[config.mk]
export PLATFORM = sky130hd
export DESIGN_NAME = seg7_scan_decoder_flat
export DESIGN_NICKNAME = d
export VERILOG_FILES = /design/src/rtl/seg7_scan_if.sv /design/src/rtl/seg7_scan_decoder.sv /design/src/flat_wrapper.sv
export SDC_FILE = /design/constraint.sdc
export NUM_CORES = 1
export LEC_CHECK = 0
export BUFFER_PORTS_ARGS = -buffer_cell sky130_fd_sc_hd__buf_2
export CORE_MARGIN = 4
export CORE_UTILIZATION = 48
export CTS_CLUSTER_SIZE = 20
export DETAILED_ROUTE_END_ITERATION = 16
export PLACE_DENSITY_LB_ADDON = 0.12
export SLEW_MARGIN = 25
export SYNTH_ARGS = -nofsm -noshare
export SYNTH_HDL_FRONTEND = slang
export SYNTH_SLANG_ARGS = --single-unit
export TNS_END_PERCENT = 50
[constraint.sdc]
create_clock -name clk -period 6 [get_ports clk]
set_clock_uncertainty 0.05 [all_clocks]
set_input_delay 0.6 -clock clk [delete_from_list [all_inputs] [get_ports clk]]
set_output_delay 0.6 -clock clk [all_outputs]
set_load 0.02 [all_outputs]
[src/rtl/seg7_scan_if.sv]
// Scanned 7-segment receive bus: multiplexed segment/select samples in,
// debounced per-digit BCD and status out.
interface seg7_scan_if #(
    parameter int DIGITS = 4
);
    logic [6:0]          seg_in;
    logic [DIGITS-1:0]   dig_sel;
    logic                sample_en;
    logic [4*DIGITS-1:0] bcd_out;
    logic [DIGITS-1:0]   digit_valid;
    logic [DIGITS-1:0]   seg_err;
    logic                upd;
    logic                sel_err;

    modport master (
        output seg_in, dig_sel, sample_en,
        input  bcd_out, digit_valid, seg_err, upd, sel_err
    );

    modport slave (
        input  seg_in, dig_sel, sample_en,
        output bcd_out, digit_valid, seg_err, upd, sel_err
    );
endinterface

[src/rtl/seg7_scan_decoder.sv]
// Debounces a time-multiplexed 7-segment bus per digit and decodes each
// stable pattern back to BCD. Two-stage pipeline: decode, then track/commit.
module seg7_scan_decoder #(
    parameter int DIGITS     = 4,
    parameter int STABLE_CNT = 3
) (
    input logic         clk,
    input logic         rst_n,
    seg7_scan_if.slave  bus
);
    typedef enum logic [1:0] {KIND_LEGAL, KIND_BLANK, KIND_ILLEGAL} kind_t;
    typedef enum logic [1:0] {ST_IDLE, ST_TRACK, ST_LOCKED} state_t;

    localparam logic [3:0] STABLE = 4'(STABLE_CNT);

    logic [3:0] dec_code;
    kind_t      dec_kind;

    always_comb begin
        dec_code = 4'd0;
        dec_kind = KIND_LEGAL;
        case (bus.seg_in)
            7'b1111110: dec_code = 4'd0;
            7'b0110000: dec_code = 4'd1;
            7'b1101101: dec_code = 4'd2;
            7'b1111001: dec_code = 4'd3;
            7'b0110011: dec_code = 4'd4;
            7'b1011011: dec_code = 4'd5;
            7'b1011111: dec_code = 4'd6;
            7'b1110000: dec_code = 4'd7;
            7'b1111111: dec_code = 4'd8;
            7'b1111011: dec_code = 4'd9;
            7'b0000000: dec_kind = KIND_BLANK;
            default:    dec_kind = KIND_ILLEGAL;
        endcase
    end

    logic [6:0]        s1_seg_reg;
    logic [DIGITS-1:0] s1_sel_reg;
    logic              s1_en_reg;
    logic [3:0]        s1_code_reg;
    kind_t             s1_kind_reg;

    always_ff @(posedge clk or negedge rst_n) begin
        if (!rst_n) begin
            s1_seg_reg  <= '0;
            s1_sel_reg  <= '0;
            s1_en_reg   <= 1'b0;
            s1_code_reg <= '0;
            s1_kind_reg <= KIND_BLANK;
        end else begin
            s1_seg_reg  <= bus.seg_in;
            s1_sel_reg  <= bus.dig_sel;
            s1_en_reg   <= bus.sample_en;
            s1_code_reg <= dec_code;
            s1_kind_reg <= dec_kind;
        end
    end

    // Exactly one select bit set: non-zero and clearing the lowest set bit leaves zero.
    logic sel_ok;
    logic accept;
    assign sel_ok = (s1_sel_reg != '0) && ((s1_sel_reg & (s1_sel_reg - DIGITS'(1))) == '0);
    assign accept = s1_en_reg && sel_ok;

    logic [DIGITS-1:0]   digit_chg;
    logic [4*DIGITS-1:0] bcd_vec;
    logic [DIGITS-1:0]   valid_vec;
    logic [DIGITS-1:0]   err_vec;

    generate
        for (genvar gi = 0; gi < DIGITS; gi++) begin : g_digit
            state_t     state_reg, state_next;
            logic [6:0] cand_reg, cand_next;
            logic [3:0] cnt_reg, cnt_next;
            logic [3:0] bcd_reg, bcd_next;
            logic       valid_reg, valid_next;
            logic       err_reg, err_next;
            logic       commit;

            always_ff @(posedge clk or negedge rst_n) begin
                if (!rst_n) begin
                    state_reg <= ST_IDLE;
                    cand_reg  <= '0;
                    cnt_reg   <= '0;
                    bcd_reg   <= '0;
                    valid_reg <= 1'b0;
                    err_reg   <= 1'b0;
                end else begin
                    state_reg <= state_next;
                    cand_reg  <= cand_next;
                    cnt_reg   <= cnt_next;
                    bcd_reg   <= bcd_next;
                    valid_reg <= valid_next;
                    err_reg   <= err_next;
                end
            end

            always_comb begin
                state_next = state_reg;
                cand_next  = cand_reg;
                cnt_next   = cnt_reg;
                bcd_next   = bcd_reg;
                valid_next = valid_reg;
                err_next   = err_reg;
                commit     = 1'b0;
                if (accept && s1_sel_reg[gi]) begin
                    if (state_reg != ST_IDLE && s1_seg_reg == cand_reg) begin
                        if (state_reg == ST_TRACK) begin
                            cnt_next = cnt_reg + 4'd1;
                            if (cnt_next >= STABLE) begin
                                commit     = 1'b1;
                                state_next = ST_LOCKED;
                            end
                        end else begin
                            cnt_next = STABLE;
                        end
                    end else begin
                        // New candidate; committed outputs stay until it proves stable.
                        cand_next = s1_seg_reg;
                        cnt_next  = 4'd1;
                        if (STABLE == 4'd1) begin
                            commit     = 1'b1;
                            state_next = ST_LOCKED;
                        end else begin
                            state_next = ST_TRACK;
                        end
                    end
                    if (commit) begin
                        case (s1_kind_reg)
                            KIND_LEGAL: begin
                                bcd_next   = s1_code_reg;
                                valid_next = 1'b1;
                                err_next   = 1'b0;
                            end
                            KIND_BLANK: begin
                                bcd_next   = 4'd0;
                                valid_next = 1'b0;
                                err_next   = 1'b0;
                            end
                            default: begin
                                valid_next = 1'b0;
                                err_next   = 1'b1;
                            end
                        endcase
                    end
                end
            end

            assign digit_chg[gi]        = {bcd_next, valid_next, err_next} != {bcd_reg, valid_reg, err_reg};
            assign bcd_vec[4*gi +: 4]   = bcd_reg;
            assign valid_vec[gi]        = valid_reg;
            assign err_vec[gi]          = err_reg;
        end
    endgenerate

    logic upd_reg;
    logic sel_err_reg;

    always_ff @(posedge clk or negedge rst_n) begin
        if (!rst_n) begin
            upd_reg     <= 1'b0;
            sel_err_reg <= 1'b0;
        end else begin
            upd_reg     <= |digit_chg;
            sel_err_reg <= s1_en_reg && !sel_ok;
        end
    end

    assign bus.bcd_out     = bcd_vec;
    assign bus.digit_valid = valid_vec;
    assign bus.seg_err     = err_vec;
    assign bus.upd         = upd_reg;
    assign bus.sel_err     = sel_err_reg;
endmodule

[src/flat_wrapper.sv]
// flat-port wrapper written by rule: the top's interface ports become plain ports
module seg7_scan_decoder_flat 
#(
    parameter int DIGITS     = 4,
    parameter int STABLE_CNT = 3
)
  (clk, rst_n, bus_seg_in, bus_dig_sel, bus_sample_en, bus_bcd_out, bus_digit_valid, bus_seg_err, bus_upd, bus_sel_err);
  seg7_scan_if #(.DIGITS(DIGITS)) bus_i ();
  input logic clk;
  input logic rst_n;
  input wire logic [$bits(bus_i.seg_in)-1:0] bus_seg_in;
  input wire logic [$bits(bus_i.dig_sel)-1:0] bus_dig_sel;
  input wire logic [$bits(bus_i.sample_en)-1:0] bus_sample_en;
  output wire logic [$bits(bus_i.bcd_out)-1:0] bus_bcd_out;
  output wire logic [$bits(bus_i.digit_valid)-1:0] bus_digit_valid;
  output wire logic [$bits(bus_i.seg_err)-1:0] bus_seg_err;
  output wire logic [$bits(bus_i.upd)-1:0] bus_upd;
  output wire logic [$bits(bus_i.sel_err)-1:0] bus_sel_err;
  assign bus_i.seg_in = bus_seg_in;
  assign bus_i.dig_sel = bus_dig_sel;
  assign bus_i.sample_en = bus_sample_en;
  assign bus_bcd_out = bus_i.bcd_out;
  assign bus_digit_valid = bus_i.digit_valid;
  assign bus_seg_err = bus_i.seg_err;
  assign bus_upd = bus_i.upd;
  assign bus_sel_err = bus_i.sel_err;
  seg7_scan_decoder #(.DIGITS(DIGITS), .STABLE_CNT(STABLE_CNT)) u_core (.clk(clk), .rst_n(rst_n), .bus(bus_i));
endmodule
==> impl_metrics.env <==
export IMPL_grt_pass1_vias=3340
export IMPL_port_buffer_count=39
export IMPL_finalWorstSetupSlack_ps=3030
export IMPL_syn_area_per_cell_um2=10.7
export IMPL_wl_per_cell_um=16.8
export IMPL_whs_ps=199
export IMPL_r2r_start="u_core.s1_seg_reg[6]"
export IMPL_coreArea_mm2=0.00977
export IMPL_overflow=0
export IMPL_crit_path_max_fanout=8
export IMPL_synth_area_mm2=0.00481
export IMPL_vias=3395
export IMPL_cts_buffer_depth=2
export IMPL_syn_nets=471
export IMPL_power_density_mw_per_mm2=253
export IMPL_synth_ff_type="dfrtp_1"
export IMPL_p_leak_nw=2.39
export IMPL_startpoint_type="flop"
export IMPL_antenna_found_initial=0
export IMPL_final_area_mm2=0.00524
export IMPL_path_class="flop to flop"
export IMPL_cts_inserted_buffers=9
export IMPL_hold_buffers=0
export IMPL_die_h_um=108
export IMPL_gp_congestion=0.893
export IMPL_fin_crit_sh=0.494
export IMPL_final_cell_mix="dfrtp_1 (95), mux2_2 (41), nand2_1 (38), buf_2 (38), o21ai_0 (26)"
export IMPL_reg2reg_depth=5
export IMPL_fillers=896
export IMPL_route_detailed_drc=0
export IMPL_post_place_ws_ps=3030
export IMPL_ys_types=55
export IMPL_synth_edf_count=0
export IMPL_dp_cells=598
export IMPL_period_needed_ps=2970
export IMPL_antenna_cells=0
export IMPL_finalNonFillerCells=614
export IMPL_ys_seq_elements=96
export IMPL_dp_hpwl_mm=7.60
export IMPL_path_clk_slew_ps=100
export IMPL_maxCapViolCount=0
export IMPL_rows=36
export IMPL_cts_repair_resized=0
export IMPL_clkSinkCount=96
export IMPL_mostFrequentLayoutCell="dfrtp_1"
export IMPL_crit_start="u_core.s1_seg_reg[6]"
export IMPL_yosysSeqAreaShare=0.500
export IMPL_hold_class="primary input to async pin"
export IMPL_htree_levels=3
export IMPL_arrival_ps=3180
export IMPL_setup_viol=0
export IMPL_maxSlewViolCount=0
export IMPL_drtAntennaViolNets=0
export IMPL_place_area_mm2=0.00505
export IMPL_post_cts_buffers=0
export IMPL_rsz0062_at_grt="no"
export IMPL_initial_utilization=0.492
export IMPL_ys_async_sr_fraction=1.00
export IMPL_largest_reg_flops=28
export IMPL_timing_rr_end="u_core.g_digit[2].bcd_reg[1]"
export IMPL_cts_tree="done"
export IMPL_syn_inst=449
export IMPL_yosysWarnings=0
export IMPL_grtUsageTotal=0.191
export IMPL_vias_per_cell=5.53
export IMPL_rrSetupSlack_ps=3030
export IMPL_grt_pass1_wl_mm=17.1
export IMPL_tns_ps=0
export IMPL_fp_dieW_um=108
export IMPL_end_kind="flop"
export IMPL_required_ps=6210
export IMPL_wl_mm=10.3
export IMPL_fmax_ghz=0.337
export IMPL_status="finished, final reports clean"
export IMPL_ir_drop_uv=139
export IMPL_dieArea_mm2=0.0117
export IMPL_drt_initial_drc_count=231
export IMPL_clk_latency_ps=370
export IMPL_setup_worst_path_end="u_core.g_digit[2].bcd_reg[1]"
export IMPL_first_pass_iters=4
export IMPL_drive_above_1_share=0.225
export IMPL_finalHoldViolCount=0
export IMPL_ios=40
export IMPL_worst_slew_pin_slew_ps=885
export IMPL_grt_max_degree=51
export IMPL_root_buffer="clkbuf_8"
export IMPL_nets=498
export IMPL_syn2layout_area_growth_pct=9.03
export IMPL_max_slew_margin=0.409
-- layer usage --
metal,track usage,routed length (um),vias to the layer above
li1,-,-,1655
met1,0.268,4720,1634
met2,0.301,4830,92
met3,0.0400,622,14
met4,0.0559,134,0
met5,0,0,-
-- power by group --
part	switching [mW]	internal [mW]	leakage (nW)	total [mW]
clock	0.233	0.167	0.0935	0.400
combinational	0.0793	0.0824	1.07	0.162
sequential	0.0558	0.709	1.23	0.764
-- critical path, cell delays in order (launching register included) --
cell     delay (ps)
dfrtp_1         500
xor2_1          200
nor4_1          670
nand4_1         410
nor3_1          610
mux2_2          410
-- kinds of logic (layout without fill, tap and decap cells) --
kind of cell / Yosys count / in the layout / share of synthesized area
flops: 96 / 96 / 0.500
simple gates: 132 / 132 / 0.145
xor+xnor: 37 / 37 / 0.0674
compound gates: 91 / 91 / 0.126
buf+inv: 42 / 74 / 0.0404
fa+ha+maj: 8 / 8 / 0.0208
mux: 43 / 43 / 0.100
-- worst min path at each step --
| stage | endpoint | startpoint | cells after the start |
|---|---|---|---|
| 6_report | u_core.g_digit[0].cand_reg[6] | rst_n | 1 |
| 5_1_grt | u_core.s1_seg_reg[6] | rst_n | 1 |
| 4_1_cts | u_core.s1_seg_reg[6] | rst_n | 1 |
| 3_5_place_dp | u_core.g_digit[1].state_reg[0] | u_core.g_digit[1].state_reg[0] | 1 |
| 3_3_place_gp | u_core.g_digit[0].state_reg[0] | u_core.g_digit[0].state_reg[0] | 1 |
| 2_1_floorplan | u_core.bus.sel_err | rst_n | 0 |
-- final cells by class --
cell class / count / area [um^2] / share of cell area
clock buffer: 10 / 138 / 0.0263
clock inverter: 6 / 51.3 / 0.00979
inverter: 18 / 67.6 / 0.0129
multi-input combinational: 311 / 2210 / 0.421
sequential: 96 / 2400 / 0.459
tap: 133 / 166 / 0.0318
timing repair buffer: 40 / 205 / 0.0392
-- synthesized netlist by cell type (4+ instances only) --
library cell / instances / area, um^2
dfrtp_1: 95 / 2380
mux2_2: 41 / 462
nand2_1: 38 / 143
o21ai_0: 26 / 130
xor2_1: 25 / 219
nor2_1: 23 / 86.3
inv_1: 18 / 67.6
a21oi_1: 15 / 75.1
nor4_1: 13 / 81.3
xnor2_1: 12 / 105
clkbuf_1: 11 / 41.3
a21o_1: 10 / 75.1
nor3_1: 10 / 50.1
buf_4: 8 / 60.1
ha_1: 8 / 100
nand3_1: 7 / 35.0
nand4_1: 7 / 43.8
nand2b_1: 6 / 37.5
a22o_1: 5 / 43.8
buf_2: 5 / 25.0
o22ai_1: 5 / 31.3
nor2b_1: 4 / 25.0
nor3b_1: 4 / 30.0
-- per-stage QoR --
stage	power [mW]	util
6_report	1.33	0.536
5_1_grt	1.41	0.536
4_1_cts	1.35	0.536
3_5_place_dp	0.943	0.517
3_3_place_gp	0.936	0.517
2_1_floorplan	0.888	-
(Power assumes the default switching activity.)
